**src/rtl/load_order_buffer_pkg.sv**
```systemverilog
// -----------------------------------------------------------------------------
// load_order_buffer_pkg
// Shared types and helpers for the load order buffer:
//   - default depth, ROB tag / SSIT / LFST widths
//   - lb_entry_t: one recorded load (valid, word address, mask, tag, store-set info)
//   - rob_age(): distance of a ROB tag from the ROB head (smaller = older)
// -----------------------------------------------------------------------------
package load_order_buffer_pkg;

  localparam int LB_DEPTH_DEFAULT = 16;
  localparam int ROB_TAG_W        = 5;
  localparam int ROB_SIZE_DEFAULT = 32;
  localparam int SSIT_WIDTH       = 10;
  localparam int LFST_WIDTH       = 7;

  typedef logic [ROB_TAG_W-1:0]  rob_tag_t;
  typedef logic [SSIT_WIDTH-1:0] ssit_pc_t;
  typedef logic [LFST_WIDTH-1:0] lfst_id_t;

  typedef struct packed {
    logic        valid;
    logic [29:0] word_addr;
    logic [3:0]  mask;
    rob_tag_t    rob_tag;
    ssit_pc_t    ssit_pc;
    lfst_id_t    lfst_id;
  } lb_entry_t;

  // Modular distance from the ROB head; the tag width makes the wrap implicit.
  function automatic rob_tag_t rob_age(input rob_tag_t tag, input rob_tag_t head);
    return tag - head;
  endfunction

endpackage

```
**src/rtl/load_order_buffer_if.sv**
```systemverilog
// -----------------------------------------------------------------------------
// load_order_buffer_if
// LSU <-> load buffer channel. The LSU (master) drives load allocation, store
// check, commit and flush requests plus the ROB head; the load buffer (slave)
// returns the full flag and the memory-order violation report.
// -----------------------------------------------------------------------------
interface load_order_buffer_if;
  import load_order_buffer_pkg::*;

  logic        instr_valid_i;
  logic        load_allocate_i;
  logic [31:0] load_allocate_addr_i;
  logic [3:0]  load_allocate_mask_i;
  rob_tag_t    load_allocate_rob_tag_i;
  ssit_pc_t    load_store_set_pc_i;
  lfst_id_t    load_store_set_id_i;
  logic        store_instruction_i;
  logic [31:0] store_addr_i;
  rob_tag_t    store_rob_tag_i;
  rob_tag_t    rob_head_i;
  logic        commit_valid_i;
  rob_tag_t    commit_rob_tag_i;
  logic        flush_i;
  logic        lb_full_o;
  logic        violation_detect_o;
  ssit_pc_t    violation_load_pc_o;
  lfst_id_t    violation_load_id_o;

  modport master (
    output instr_valid_i, load_allocate_i, load_allocate_addr_i, load_allocate_mask_i,
    output load_allocate_rob_tag_i, load_store_set_pc_i, load_store_set_id_i,
    output store_instruction_i, store_addr_i, store_rob_tag_i, rob_head_i,
    output commit_valid_i, commit_rob_tag_i, flush_i,
    input  lb_full_o, violation_detect_o, violation_load_pc_o, violation_load_id_o
  );

  modport slave (
    input  instr_valid_i, load_allocate_i, load_allocate_addr_i, load_allocate_mask_i,
    input  load_allocate_rob_tag_i, load_store_set_pc_i, load_store_set_id_i,
    input  store_instruction_i, store_addr_i, store_rob_tag_i, rob_head_i,
    input  commit_valid_i, commit_rob_tag_i, flush_i,
    output lb_full_o, violation_detect_o, violation_load_pc_o, violation_load_id_o
  );

endinterface

```
**src/rtl/load_order_buffer_lb_oldest_select.sv**
```systemverilog
// -----------------------------------------------------------------------------
// lb_oldest_select
// Combinational comparison tree: reduces a hit vector and per-entry ROB ages
// to a one-hot vector marking the hit with the smallest age.
//   i_hit            per-entry hit flags
//   i_age            per-entry age relative to the ROB head
//   o_oldest_onehot  one-hot oldest hit (all zero when no hit)
//   o_any_hit        at least one hit present
// -----------------------------------------------------------------------------
module lb_oldest_select
  import load_order_buffer_pkg::*;
#(
  parameter int N = 16
) (
  input  logic     [N-1:0] i_hit,
  input  rob_tag_t [N-1:0] i_age,
  output logic     [N-1:0] o_oldest_onehot,
  output logic             o_any_hit
);

  localparam int IDX_W = $clog2(N);
  localparam int NODES = 2 * N - 1;

  // Heap-ordered tree: node k has children 2k+1 / 2k+2, leaves at N-1..2N-2.
  logic             w_node_v   [NODES];
  rob_tag_t         w_node_age [NODES];
  logic [IDX_W-1:0] w_node_idx [NODES];

  // Tournament reduction from the leaves up to the root.
  always_comb begin
    for (int k = 0; k < NODES; k++) begin
      w_node_v[k]   = 1'b0;
      w_node_age[k] = '0;
      w_node_idx[k] = '0;
    end
    for (int i = 0; i < N; i++) begin
      w_node_v[N-1+i]   = i_hit[i];
      w_node_age[N-1+i] = i_age[i];
      w_node_idx[N-1+i] = IDX_W'(i);
    end
    for (int k = N - 2; k >= 0; k--) begin
      if (w_node_v[2*k+1] && (!w_node_v[2*k+2] || (w_node_age[2*k+1] < w_node_age[2*k+2]))) begin
        w_node_v[k]   = 1'b1;
        w_node_age[k] = w_node_age[2*k+1];
        w_node_idx[k] = w_node_idx[2*k+1];
      end else begin
        w_node_v[k]   = w_node_v[2*k+2];
        w_node_age[k] = w_node_age[2*k+2];
        w_node_idx[k] = w_node_idx[2*k+2];
      end
    end
  end

  // Decode the winning index at the root.
  always_comb begin
    o_any_hit = w_node_v[0];
    for (int i = 0; i < N; i++) begin
      o_oldest_onehot[i] = w_node_v[0] && (w_node_idx[0] == IDX_W'(i));
    end
  end

endmodule

```
**src/rtl/load_order_buffer.sv**
```systemverilog
// -----------------------------------------------------------------------------
// load_order_buffer
// Records executed loads and checks each executing store against them. A valid
// load that is younger than the store and targets the same word is reported one
// cycle later together with its SSIT index and LFST id.
//   clk_i, rst_i  core clock, asynchronous active-high reset
//   lsu           slave side of load_order_buffer_if (requests in, lb_full_o and
//                 violation report out)
// Parameters: LB_DEPTH entries (power of two), ROB_SIZE = 2**$bits(rob_tag_t).
// -----------------------------------------------------------------------------
module load_order_buffer
  import load_order_buffer_pkg::*;
#(
  parameter int LB_DEPTH = LB_DEPTH_DEFAULT,
  parameter int ROB_SIZE = ROB_SIZE_DEFAULT
) (
  input  logic                 clk_i,
  input  logic                 rst_i,
  load_order_buffer_if.slave   lsu
);

  localparam rob_tag_t ROB_MASK = rob_tag_t'(ROB_SIZE - 1);

  lb_entry_t r_entries [LB_DEPTH];
  logic      r_full;
  logic      r_viol;
  ssit_pc_t  r_viol_pc;
  lfst_id_t  r_viol_id;

  logic     [LB_DEPTH-1:0] w_valid;
  logic     [LB_DEPTH-1:0] w_valid_next;
  logic     [LB_DEPTH-1:0] w_free_onehot;
  logic     [LB_DEPTH-1:0] w_commit_hit;
  logic     [LB_DEPTH-1:0] w_hit;
  logic     [LB_DEPTH-1:0] w_oldest;
  rob_tag_t [LB_DEPTH-1:0] w_age;
  rob_tag_t                w_store_age;
  logic                    w_found;
  logic                    w_any_hit;
  logic                    w_alloc_fire;
  logic                    w_store_fire;
  ssit_pc_t                w_sel_pc;
  lfst_id_t                w_sel_id;
  logic                    w_unused_bits;

  assign w_alloc_fire  = lsu.instr_valid_i & lsu.load_allocate_i & ~r_full;
  assign w_store_fire  = lsu.instr_valid_i & lsu.store_instruction_i;
  assign w_unused_bits = ^{lsu.store_addr_i[1:0], lsu.load_allocate_addr_i[1:0]};

  // Per-entry valid view, commit matches, ages and store hits (pre-edge state).
  always_comb begin
    w_store_age = rob_age(lsu.store_rob_tag_i, lsu.rob_head_i) & ROB_MASK;
    for (int i = 0; i < LB_DEPTH; i++) begin
      w_valid[i]      = r_entries[i].valid;
      w_commit_hit[i] = lsu.commit_valid_i && (r_entries[i].rob_tag == lsu.commit_rob_tag_i);
      w_age[i]        = rob_age(r_entries[i].rob_tag, lsu.rob_head_i) & ROB_MASK;
      w_hit[i]        = r_entries[i].valid
                        && (r_entries[i].word_addr == lsu.store_addr_i[31:2])
                        && (w_age[i] > w_store_age)
                        && (r_entries[i].mask != 4'b0000);
    end
  end

  // Lowest-index free slot; only slots free before the edge are candidates.
  always_comb begin
    w_free_onehot = '0;
    w_found       = 1'b0;
    for (int i = 0; i < LB_DEPTH; i++) begin
      if (!w_valid[i] && !w_found) begin
        w_free_onehot[i] = 1'b1;
        w_found          = 1'b1;
      end else begin
        w_free_onehot[i] = 1'b0;
      end
    end
  end

  // Next valid vector: flush wipes everything, else commit clears and allocate sets.
  always_comb begin
    if (lsu.flush_i) begin
      w_valid_next = '0;
    end else begin
      w_valid_next = (w_valid & ~w_commit_hit) | ({LB_DEPTH{w_alloc_fire}} & w_free_onehot);
    end
  end

  lb_oldest_select #(
    .N (LB_DEPTH)
  ) u_oldest (
    .i_hit           (w_hit),
    .i_age           (w_age),
    .o_oldest_onehot (w_oldest),
    .o_any_hit       (w_any_hit)
  );

  // One-hot mux of the oldest hit's store-set identifiers.
  always_comb begin
    w_sel_pc = '0;
    w_sel_id = '0;
    for (int i = 0; i < LB_DEPTH; i++) begin
      w_sel_pc = w_sel_pc | ({SSIT_WIDTH{w_oldest[i]}} & r_entries[i].ssit_pc);
      w_sel_id = w_sel_id | ({LFST_WIDTH{w_oldest[i]}} & r_entries[i].lfst_id);
    end
  end

  // Entry storage: valid bits every cycle, payload only on allocation.
  always_ff @(posedge clk_i or posedge rst_i) begin
    if (rst_i) begin
      for (int i = 0; i < LB_DEPTH; i++) begin
        r_entries[i] <= '0;
      end
    end else begin
      for (int i = 0; i < LB_DEPTH; i++) begin
        r_entries[i].valid <= w_valid_next[i];
        if (w_alloc_fire && w_free_onehot[i] && !lsu.flush_i) begin
          r_entries[i].word_addr <= lsu.load_allocate_addr_i[31:2];
          r_entries[i].mask      <= lsu.load_allocate_mask_i;
          r_entries[i].rob_tag   <= lsu.load_allocate_rob_tag_i;
          r_entries[i].ssit_pc   <= lsu.load_store_set_pc_i;
          r_entries[i].lfst_id   <= lsu.load_store_set_id_i;
        end
      end
    end
  end

  // Full flag reflects the post-edge occupancy.
  always_ff @(posedge clk_i or posedge rst_i) begin
    if (rst_i) begin
      r_full <= 1'b0;
    end else begin
      r_full <= &w_valid_next;
    end
  end

  // Violation pulse; identifiers hold their last value between violations.
  always_ff @(posedge clk_i or posedge rst_i) begin
    if (rst_i) begin
      r_viol    <= 1'b0;
      r_viol_pc <= '0;
      r_viol_id <= '0;
    end else if (lsu.flush_i) begin
      r_viol    <= 1'b0;
    end else if (w_store_fire && w_any_hit) begin
      r_viol    <= 1'b1;
      r_viol_pc <= w_sel_pc;
      r_viol_id <= w_sel_id;
    end else begin
      r_viol    <= 1'b0;
    end
  end

  assign lsu.lb_full_o           = r_full;
  assign lsu.violation_detect_o  = r_viol;
  assign lsu.violation_load_pc_o = r_viol_pc;
  assign lsu.violation_load_id_o = r_viol_id;

endmodule

```
**src/flat_wrapper.sv**
```systemverilog
// flat-port wrapper written by rule: the top's interface ports become plain ports
module load_order_buffer_flat import load_order_buffer_pkg::*;
#(
  parameter int LB_DEPTH = LB_DEPTH_DEFAULT,
  parameter int ROB_SIZE = ROB_SIZE_DEFAULT
)
  (clk_i, rst_i, lsu_instr_valid_i, lsu_load_allocate_i, lsu_load_allocate_addr_i, lsu_load_allocate_mask_i, lsu_load_allocate_rob_tag_i, lsu_load_store_set_pc_i, lsu_load_store_set_id_i, lsu_store_instruction_i, lsu_store_addr_i, lsu_store_rob_tag_i, lsu_rob_head_i, lsu_commit_valid_i, lsu_commit_rob_tag_i, lsu_flush_i, lsu_lb_full_o, lsu_violation_detect_o, lsu_violation_load_pc_o, lsu_violation_load_id_o);
  load_order_buffer_if lsu_i ();
  input  logic clk_i;
  input  logic rst_i;
  input wire logic [$bits(lsu_i.instr_valid_i)-1:0] lsu_instr_valid_i;
  input wire logic [$bits(lsu_i.load_allocate_i)-1:0] lsu_load_allocate_i;
  input wire logic [$bits(lsu_i.load_allocate_addr_i)-1:0] lsu_load_allocate_addr_i;
  input wire logic [$bits(lsu_i.load_allocate_mask_i)-1:0] lsu_load_allocate_mask_i;
  input wire logic [$bits(lsu_i.load_allocate_rob_tag_i)-1:0] lsu_load_allocate_rob_tag_i;
  input wire logic [$bits(lsu_i.load_store_set_pc_i)-1:0] lsu_load_store_set_pc_i;
  input wire logic [$bits(lsu_i.load_store_set_id_i)-1:0] lsu_load_store_set_id_i;
  input wire logic [$bits(lsu_i.store_instruction_i)-1:0] lsu_store_instruction_i;
  input wire logic [$bits(lsu_i.store_addr_i)-1:0] lsu_store_addr_i;
  input wire logic [$bits(lsu_i.store_rob_tag_i)-1:0] lsu_store_rob_tag_i;
  input wire logic [$bits(lsu_i.rob_head_i)-1:0] lsu_rob_head_i;
  input wire logic [$bits(lsu_i.commit_valid_i)-1:0] lsu_commit_valid_i;
  input wire logic [$bits(lsu_i.commit_rob_tag_i)-1:0] lsu_commit_rob_tag_i;
  input wire logic [$bits(lsu_i.flush_i)-1:0] lsu_flush_i;
  output wire logic [$bits(lsu_i.lb_full_o)-1:0] lsu_lb_full_o;
  output wire logic [$bits(lsu_i.violation_detect_o)-1:0] lsu_violation_detect_o;
  output wire logic [$bits(lsu_i.violation_load_pc_o)-1:0] lsu_violation_load_pc_o;
  output wire logic [$bits(lsu_i.violation_load_id_o)-1:0] lsu_violation_load_id_o;
  assign lsu_i.instr_valid_i = lsu_instr_valid_i;
  assign lsu_i.load_allocate_i = lsu_load_allocate_i;
  assign lsu_i.load_allocate_addr_i = lsu_load_allocate_addr_i;
  assign lsu_i.load_allocate_mask_i = lsu_load_allocate_mask_i;
  assign lsu_i.load_allocate_rob_tag_i = lsu_load_allocate_rob_tag_i;
  assign lsu_i.load_store_set_pc_i = lsu_load_store_set_pc_i;
  assign lsu_i.load_store_set_id_i = lsu_load_store_set_id_i;
  assign lsu_i.store_instruction_i = lsu_store_instruction_i;
  assign lsu_i.store_addr_i = lsu_store_addr_i;
  assign lsu_i.store_rob_tag_i = lsu_store_rob_tag_i;
  assign lsu_i.rob_head_i = lsu_rob_head_i;
  assign lsu_i.commit_valid_i = lsu_commit_valid_i;
  assign lsu_i.commit_rob_tag_i = lsu_commit_rob_tag_i;
  assign lsu_i.flush_i = lsu_flush_i;
  assign lsu_lb_full_o = lsu_i.lb_full_o;
  assign lsu_violation_detect_o = lsu_i.violation_detect_o;
  assign lsu_violation_load_pc_o = lsu_i.violation_load_pc_o;
  assign lsu_violation_load_id_o = lsu_i.violation_load_id_o;
  load_order_buffer #(.LB_DEPTH(LB_DEPTH), .ROB_SIZE(ROB_SIZE)) u_core (.clk_i(clk_i), .rst_i(rst_i), .lsu(lsu_i));
endmodule
```
**config.mk**
```make
export PLATFORM = sky130hd
export DESIGN_NAME = load_order_buffer_flat
export DESIGN_NICKNAME = d
export VERILOG_FILES = /design/src/rtl/load_order_buffer_pkg.sv /design/src/rtl/load_order_buffer_if.sv /design/src/rtl/load_order_buffer_lb_oldest_select.sv /design/src/rtl/load_order_buffer.sv /design/src/flat_wrapper.sv
export SDC_FILE = /design/constraint.sdc
export NUM_CORES = 2
export LEC_CHECK = 0
export ABC_AREA = 0
export CORE_MARGIN = 5
export CORE_UTILIZATION = 45
export CTS_BUF_LIST = sky130_fd_sc_hd__clkbuf_4
export DETAILED_ROUTE_END_ITERATION = 6
export DONT_BUFFER_PORTS = 1
export HOLD_SLACK_MARGIN = 0.1
export PLACE_DENSITY = 0.69
export SLEW_MARGIN = 5
export SYNTH_ARGS = -nofsm -noshare
export SYNTH_HDL_FRONTEND = slang
export SYNTH_SLANG_ARGS = --single-unit
```
**constraint.sdc**
```tcl
create_clock -name clk_i -period 65.1 [get_ports clk_i]
set_input_delay 16.275 -clock clk_i [delete_from_list [all_inputs] [get_ports clk_i]]
set_output_delay 16.275 -clock clk_i [all_outputs]
set_load 0.02 [all_outputs]
```
# Word-level counts from Yosys, hierarchy flattened
# Cells that the tools add are included.
[totals]
register_bits = 931
latch_bits = 0
mem_bits_rw = 0
mem_bits_ro = 0
out_inout_bits = 19
wordCells = 565
mem_count = 0
[classes]
addsub = 17
multipliers = 0
n_div = 0
n_lt_le_gt_ge = 31
n_eq_ne = 47
shifts = 0
n_mux = 77
bitwise_logic = 71
n_reduce_logical = 222
[op_table]
columns = ["op", "n"]
rows = [
  ["$eq 30x30->1", 16],
  ["$and 10x10->10", 16],
  ["$or 10x10->10", 15],
  ["$logic_and 1x1->1", 143],
  ["$and 7x7->7", 16],
  ["$or 7x7->7", 15],
  ["$sub 5x5->5", 17],
  ["$eq 5x5->1", 16],
  ["$gt 5x5->1", 16],
  ["$lt 5x5->1", 15],
  ["$mux 5", 14],
  ["$reduce_bool 4->1", 16],
  ["$mux 1", 55],
  ["$logic_not 1->1", 45],
  ["$and 16x16->16", 2],
  ["$eq 4x4->1 const B", 8],
  ["$mux 4", 7],
  ["$eq 4x3->1 const B", 4],
  ["$mux 16", 1],
  ["$not 16->16", 1],
  ["$or 16x16->16", 1],
  ["$reduce_and 16->1", 1],
  ["$logic_or 1x1->1", 15],
  ["$eq 4x2->1 const B", 2],
  ["5 further kinds", 8],
]

# Logic depth before layout (Yosys ltp)
[logic_depth]
depth_word = 49
depth_mapped = 51

# Cells and area by module
# Synthesis repeated with hierarchy kept, for this count alone.
[unflattened]
hier_cells = 4210
area_unflattened_um2 = 49846.6
[by_module_without_submodules]
columns = ["module", "instances", "cells_per_inst", "area_each_um2", "seq_area_each_um2"]
rows = [
  ["load_order_buffer", 1, 3776, 46842.4, 23297.3],
  ["lb_oldest_select", 1, 434, 3004.1, 0.0],
]

# Least setup slack after synthesis
# No wires, ideal clock.
[synth_path]
path_type = "input-to-reg"
from = "input lsu_rob_head_i[1]"
to = "register u_core.r_viol_id[0] (netlist: u_core.lsu.violation_load_id_o[0])"
setup_ps = 139
arrival_ps = 26827
slack_ps = 38134
cell_stages = 44
path_buffers = 3
path_cell_list = "inv_1 -> fa_1 -> a21o_1 -> a21oi_1 -> xnor2_1 -> ha_1 -> nor2_1 -> nand3b_1 -> or4_1 -> nor4_1 -> o221ai_1 -> a31oi_4 -> mux2_2 -> ha_1 -> a21o_1 -> a21o_1 -> a21o_1 -> nand2_1 -> [... 8 more ...] -> and2_1 -> o22a_1 -> a41o_1 -> clkbuf_1 -> clkbuf_1 -> nor2_1 -> a21oi_1 -> ha_1 -> and4_1 -> nand2_1 -> o22ai_1 -> a31oi_1 -> o21ai_1 -> or3_1 -> clkbuf_1 -> a32o_1 -> a2111oi_0 -> a21oi_1"
[synth_between]
elab_chain_cells = 38
word_cells_on_any_way = 234
cone_classes = "add/sub (17); order compare (31); eq/ne (15); mux (44); bitwise (31); reduce/logical (96)"
[synth_rtl]
columns = ["item", "line", "text"]
rows = [
  ["start: declaration", "flat_wrapper.sv:21", "input wire logic [$bits(lsu_i.rob_head_i)-1:0] lsu_rob_head_i;"],
  ["$sub 5x5->5", "load_order_buffer_pkg.sv:31", "return tag - head;"],
  ["$gt 5x5->1", "load_order_buffer.sv:59", "&& (w_age[i] > w_store_age)"],
  ["$logic_and 1x1->1", "load_order_buffer.sv:59", ""],
  ["$logic_and 1x1->1", "load_order_buffer.sv:60", "&& (r_entries[i].mask != 4'b0000);"],
  ["$logic_not 1->1", "load_order_buffer_lb_oldest_select.sv:42", "if (w_node_v[2*k+1] && (!w_node_v[2*k+2] || (w_node_age[2*k+1] < w_node_age[2*k+2]))) begin"],
  ["$logic_or 1x1->1", "load_order_buffer_lb_oldest_select.sv:42", ""],
  ["$logic_and 1x1->1", "load_order_buffer_lb_oldest_select.sv:42", ""],
  ["$mux 5 / $mux 1 (equally long branches)", "load_order_buffer_lb_oldest_select.sv:42", ""],
  ["[... 8 more ...]", "--", ""],
  ["$lt 5x5->1 / $logic_not 1->1 (equally long branches)", "load_order_buffer_lb_oldest_select.sv:42", ""],
  ["$logic_or 1x1->1", "load_order_buffer_lb_oldest_select.sv:42", ""],
  ["$logic_and 1x1->1", "load_order_buffer_lb_oldest_select.sv:42", ""],
  ["$mux 4", "load_order_buffer_lb_oldest_select.sv:42", ""],
  ["$eq 4x1->1 / $logic_not 4->1 (equally long branches)", "load_order_buffer_lb_oldest_select.sv:58", "o_oldest_onehot[i] = w_node_v[0] && (w_node_idx[0] == IDX_W'(i));"],
  ["$logic_and 1x1->1", "load_order_buffer_lb_oldest_select.sv:58", ""],
  ["$and 7x7->7", "load_order_buffer.sv:102", "w_sel_id = w_sel_id | ({LFST_WIDTH{w_oldest[i]}} & r_entries[i].lfst_id);"],
  ["$or 7x7->7 (15 in series)", "load_order_buffer.sv:102", ""],
  ["end signal: assignment", "load_order_buffer.sv:146", "r_viol_id <= w_sel_id;"],
  ["end: declaration", "load_order_buffer.sv:28", "lfst_id_t r_viol_id;"],
]
# Several ways; a longest one is shown, not always the timed one.
# A chain may end at the register's enable or synchronous reset.

# Worst setup path in the final report
[layout_path]
from = "input lsu_rob_head_i[2]"
to = "register u_core.r_viol_id[3] (netlist: u_core.lsu.violation_load_id_o[3])"
# Same word-level chain as after synthesis.

==> run summary <==
* critical path data required time: 66,150 ps
* leakage power: 28.07 nW
* min cycle time layout: 28,780 ps
* VDD IR-drop max: 15.91 uV
* Top FF cell, synth: sky130_fd_sc_hd__dfrtp_1
* grt total ovfl: 0
* share of the yosys chip area belonging to registers: 43.25%
* DRC violation count after routing: 0
* via count of the first global-routing pass: 41,980
* GR met1 Demand/Resource: 38.32%
* largest net degree at the start of global routing: 186
* Setup-failing EPs final: 0
* via count: 42,090
* Global Route met3 Usage: 7.514%
* clock-pin slew on the worst setup and hold paths: 60 ps
* number of antenna violations at the first check in global routing: 7
* number of warnings reported in the yosys synthesis log: 0
* pwr/cell area: 23.07 nW/um2
* unrepaired setup endpoints after global routing: no
* Critical Path Start Type: input pin
* post-CTS setup repair buffer count: 0
* first-pass GRT wire length: 274,800 um
* largest area contributor in the netlist: sky130_fd_sc_hd__dfrtp_1
* detailed router's first-iteration violation count: 4,511
* instance area at placement: 55,280 um2
* TritonCTS clock tree: yes
* count of pins over their slew limit: 1
* worst-case headroom to the max-slew limit: -0.6063%
* number of buffer and inverter stages on the critical path: 5
* total die area: 126,700 um2
* Syn Area/Cell: 10.87 um2
* post-synthesis sequential element count: 931
* instance count of the mapped netlist: 4,957
* count of H-tree levels built during CTS: 5
* met2 global-route usage: 45.41%
* routed wire length per instance: 27.56 um
* fraction of layout instances using a drive strength above 1: 25.90%
* share of flip-flops with an asynchronous set or reset after synthesis: 100.0%
* result of the run: finished, violations left
* number of CTS-inserted buffers: 276
* NumNets Final: 5,318
* fmax: 0.03475 GHz
* Post-synth EDFFs: 0
* Clk Tree Root Cell: sky130_fd_sc_hd__clkbuf_4
* initial cell density of the core: 45.08%
* DR pass1 iterations: 6
* area used by multi-input combinational logic: 29,110 um2
* Bufs on Longest Clock Path: 4
* arrival time at the worst endpoint: 29,830 ps
* type of the tightest min-delay check: reg2reg
* post-synthesis cell type count: 110
* critical path class: in2reg
* site row count: 127
* count of pins on the block boundary: 131
* failing checks: max-capacitance violations, max-slew violations
* delay of the slowest cell on the worst path: 840 ps
* Post-Syn Nets: 5,268
* critical path's slowest cell: sky130_fd_sc_hd__nor4_1
* clock skew after layout: 129.0 ps
* PortBufs: 0
* Total GRT Usage: 29.15%
* Post-CTS Hold Buffers: 0
* Via density: 6.202
* Final Cycle Share: 44.21%
* Max-Cap Viols: 1
* total length of routed wires: 187,000 um
* top cell family by delay on the critical path: compound AO/OA/AOI/OAI gates
* die width: 356.0 um
* sequential cell area: 23,300 um2
* final weighted congestion in routability-driven placement: 0.9358
* filler cell count in the final layout: 10,980
* P&R area growth vs syn: 8.520%
* number of cells upsized or downsized after cts: 0
* number of nets with antenna violations after routing: 0
* post-layout instance area: 58,460 um2
* placeable core region: 119,500 um2
* Total Neg Setup Slack: 0 ps
* worst slew pin tran: 1498 ps
* clk sink count: 931
* Hold Violations, Final: 0
* largest cells by area after synthesis: sky130_fd_sc_hd__dfrtp_1, sky130_fd_sc_hd__mux2_2, sky130_fd_sc_hd__xor2_1
* HPWL Detailed: 119,100 um
* Max Fanout on Critical Path: 18
* post-synthesis instance area: 53,870 um2
* proportion of netlist area held by the largest area contributor: 43.25%
* Die Y: 356.0 um
* insertion delay to the later sink of the worst-skew pair: 1220 ps
* global route hottest layer: met2
* Setup crit end kind: flop
==> Yosys cell counts, types with 9 or more instances <==
master                      number
sky130_fd_sc_hd__buf_2          63
sky130_fd_sc_hd__a2111oi_0      25
sky130_fd_sc_hd__buf_1          15
sky130_fd_sc_hd__o21a_1         10
sky130_fd_sc_hd__or4_1          19
sky130_fd_sc_hd__nor3b_1        12
sky130_fd_sc_hd__o31ai_1        11
sky130_fd_sc_hd__nor4_1        181
sky130_fd_sc_hd__fa_1           17
sky130_fd_sc_hd__a21boi_0       12
sky130_fd_sc_hd__and4_1         12
sky130_fd_sc_hd__ha_1          182
sky130_fd_sc_hd__xor2_1        399
sky130_fd_sc_hd__nor2_1        161
sky130_fd_sc_hd__o221ai_1       18
sky130_fd_sc_hd__nand3b_1       14
sky130_fd_sc_hd__a21o_1         81
sky130_fd_sc_hd__xnor2_1       246
sky130_fd_sc_hd__o211ai_1       23
sky130_fd_sc_hd__o22ai_1        17
sky130_fd_sc_hd__nand3_1        62
sky130_fd_sc_hd__a22oi_1        23
sky130_fd_sc_hd__maj3_1          9
sky130_fd_sc_hd__nor4b_1         9
sky130_fd_sc_hd__a31oi_1        40
sky130_fd_sc_hd__a211oi_1       11
sky130_fd_sc_hd__a222oi_1       13
sky130_fd_sc_hd__and3_1         22
sky130_fd_sc_hd__nand2_1       507
sky130_fd_sc_hd__a221oi_1        9
sky130_fd_sc_hd__a21oi_1       121
sky130_fd_sc_hd__nand4_1       124
sky130_fd_sc_hd__mux2i_1        28
sky130_fd_sc_hd__a31o_2         12
sky130_fd_sc_hd__nor2b_1        21
sky130_fd_sc_hd__dfrtp_1       931
sky130_fd_sc_hd__nand2b_1       45
sky130_fd_sc_hd__mux2_2        784
sky130_fd_sc_hd__nor3_1         40
sky130_fd_sc_hd__nand4b_1       18
sky130_fd_sc_hd__and2_1         17
sky130_fd_sc_hd__o21ai_0        97
sky130_fd_sc_hd__inv_1         106
sky130_fd_sc_hd__clkbuf_1      195
==> worst paths after layout <==
check                      depth (start not counted)                                end  slack [ps]                  start
setup / recovery                                  45  u_core.lsu.violation_load_id_o[3]       36320      lsu_rob_head_i[2]
hold / removal                                     2              u_core.r_entries[404]         460  u_core.r_entries[404]
setup reg to reg                                  45  u_core.lsu.violation_load_id_o[3]       51390  u_core.r_entries[188]
hold reg to reg                                    2              u_core.r_entries[404]         460  u_core.r_entries[404]
max in group asynchronous                          4              u_core.r_entries[379]       46570                  rst_i
min in group asynchronous                          1              u_core.r_entries[817]       15050                  rst_i
==> logic make-up after synthesis <==
| family | count (synthesis) | share of synthesized area [%] |
|---|---|---|
| and+or+nand+nor | 1305 | 12.26 |
| DFF | 931 | 43.25 |
| muxes | 813 | 16.94 |
| buffers and inverters | 391 | 2.982 |
| xor gates and xnor gates | 649 | 10.61 |
| adders and majority gates | 208 | 5.026 |
| AOI/OAI and AO/OA | 660 | 8.940 |
==> worst reg2reg max path: cells and delay by family (launching register included) <==
| kind | cells | cell delay, ps |
|---|---|---|
| buf+inv | 4 | 650 |
| simple gates | 14 | 3840 |
| fa+ha+maj | 6 | 1700 |
| xor+xnor | 1 | 210 |
| mux | 1 | 430 |
| compound gates | 19 | 6280 |
| flops | 1 | 430 |
==> stage by stage <==
step	util (%)	std cells	total power, mW	worst slack [ps]	hold slack (ps)
global placement	46.26	6341	0.8164	35540	444.3
detailed placement	46.26	6341	0.8226	35540	449.8
floorplan	-	4957	0.7851	22650	430.1
global route	48.92	6786	1.412	35700	484.3
finish	48.92	6787	1.348	36320	458.3
CTS	48.90	6778	1.353	36790	462.5
==> power breakdown <==
part	switching [mW]	total (mW)	internal [mW]
Combinational	0.120	0.202	0.0823
Clock	0.253	0.532	0.279
Sequential	0.0146	0.614	0.600
==> metal layers <==
layer  wire length, um  share of wire, %
met5                11            0.0059
met4              8957               4.8
met3             18560               9.9
met2             83800                45
met1             75700                40
==> layout by cell type, fill, tap and decap left out, types with 25 or more instances in the layout <==
cell,Yosys,routed
sky130_fd_sc_hd__o21ai_0,97,97
sky130_fd_sc_hd__nor2_1,161,156
sky130_fd_sc_hd__xnor2_1,246,244
sky130_fd_sc_hd__a21o_1,81,81
sky130_fd_sc_hd__inv_1,106,104
sky130_fd_sc_hd__nand2_1,507,507
sky130_fd_sc_hd__mux2_2,784,784
sky130_fd_sc_hd__ha_1,182,182
sky130_fd_sc_hd__nor4_1,181,178
sky130_fd_sc_hd__a31oi_1,40,39
sky130_fd_sc_hd__nand2b_1,45,44
sky130_fd_sc_hd__dfrtp_1,931,931
sky130_fd_sc_hd__xor2_1,399,399
sky130_fd_sc_hd__nand3_1,62,62
sky130_fd_sc_hd__nand4_1,124,124
sky130_fd_sc_hd__mux2i_1,28,28
sky130_fd_sc_hd__buf_4,8,55
sky130_fd_sc_hd__nor3_1,40,37
sky130_fd_sc_hd__clkbuf_4,0,402
sky130_fd_sc_hd__a21oi_1,121,121
sky130_fd_sc_hd__a2111oi_0,25,25
sky130_fd_sc_hd__clkinv_1,0,26
==> sequential cells by signal, indices dropped and copies added, names as in the netlist <==
register and count:
u_core.lsu.lb_full_o 1, u_core.lsu.violation_detect_o 1, u_core.lsu.violation_load_id_o 7, u_core.r_entries 912, u_core.lsu.violation_load_pc_o 10
==> final cells by class <==
type	count	share of cell area (%)
antenna	9	0.03853
clock buffer	402	5.163
clock inverter	35	0.2354
inverter	106	0.6935
multi-input combinational	3635	49.79
sequential	931	39.85
tap	1612	3.450
timing repair buffer	57	0.7748
Note: power is estimated with default switching activity, not from simulation.
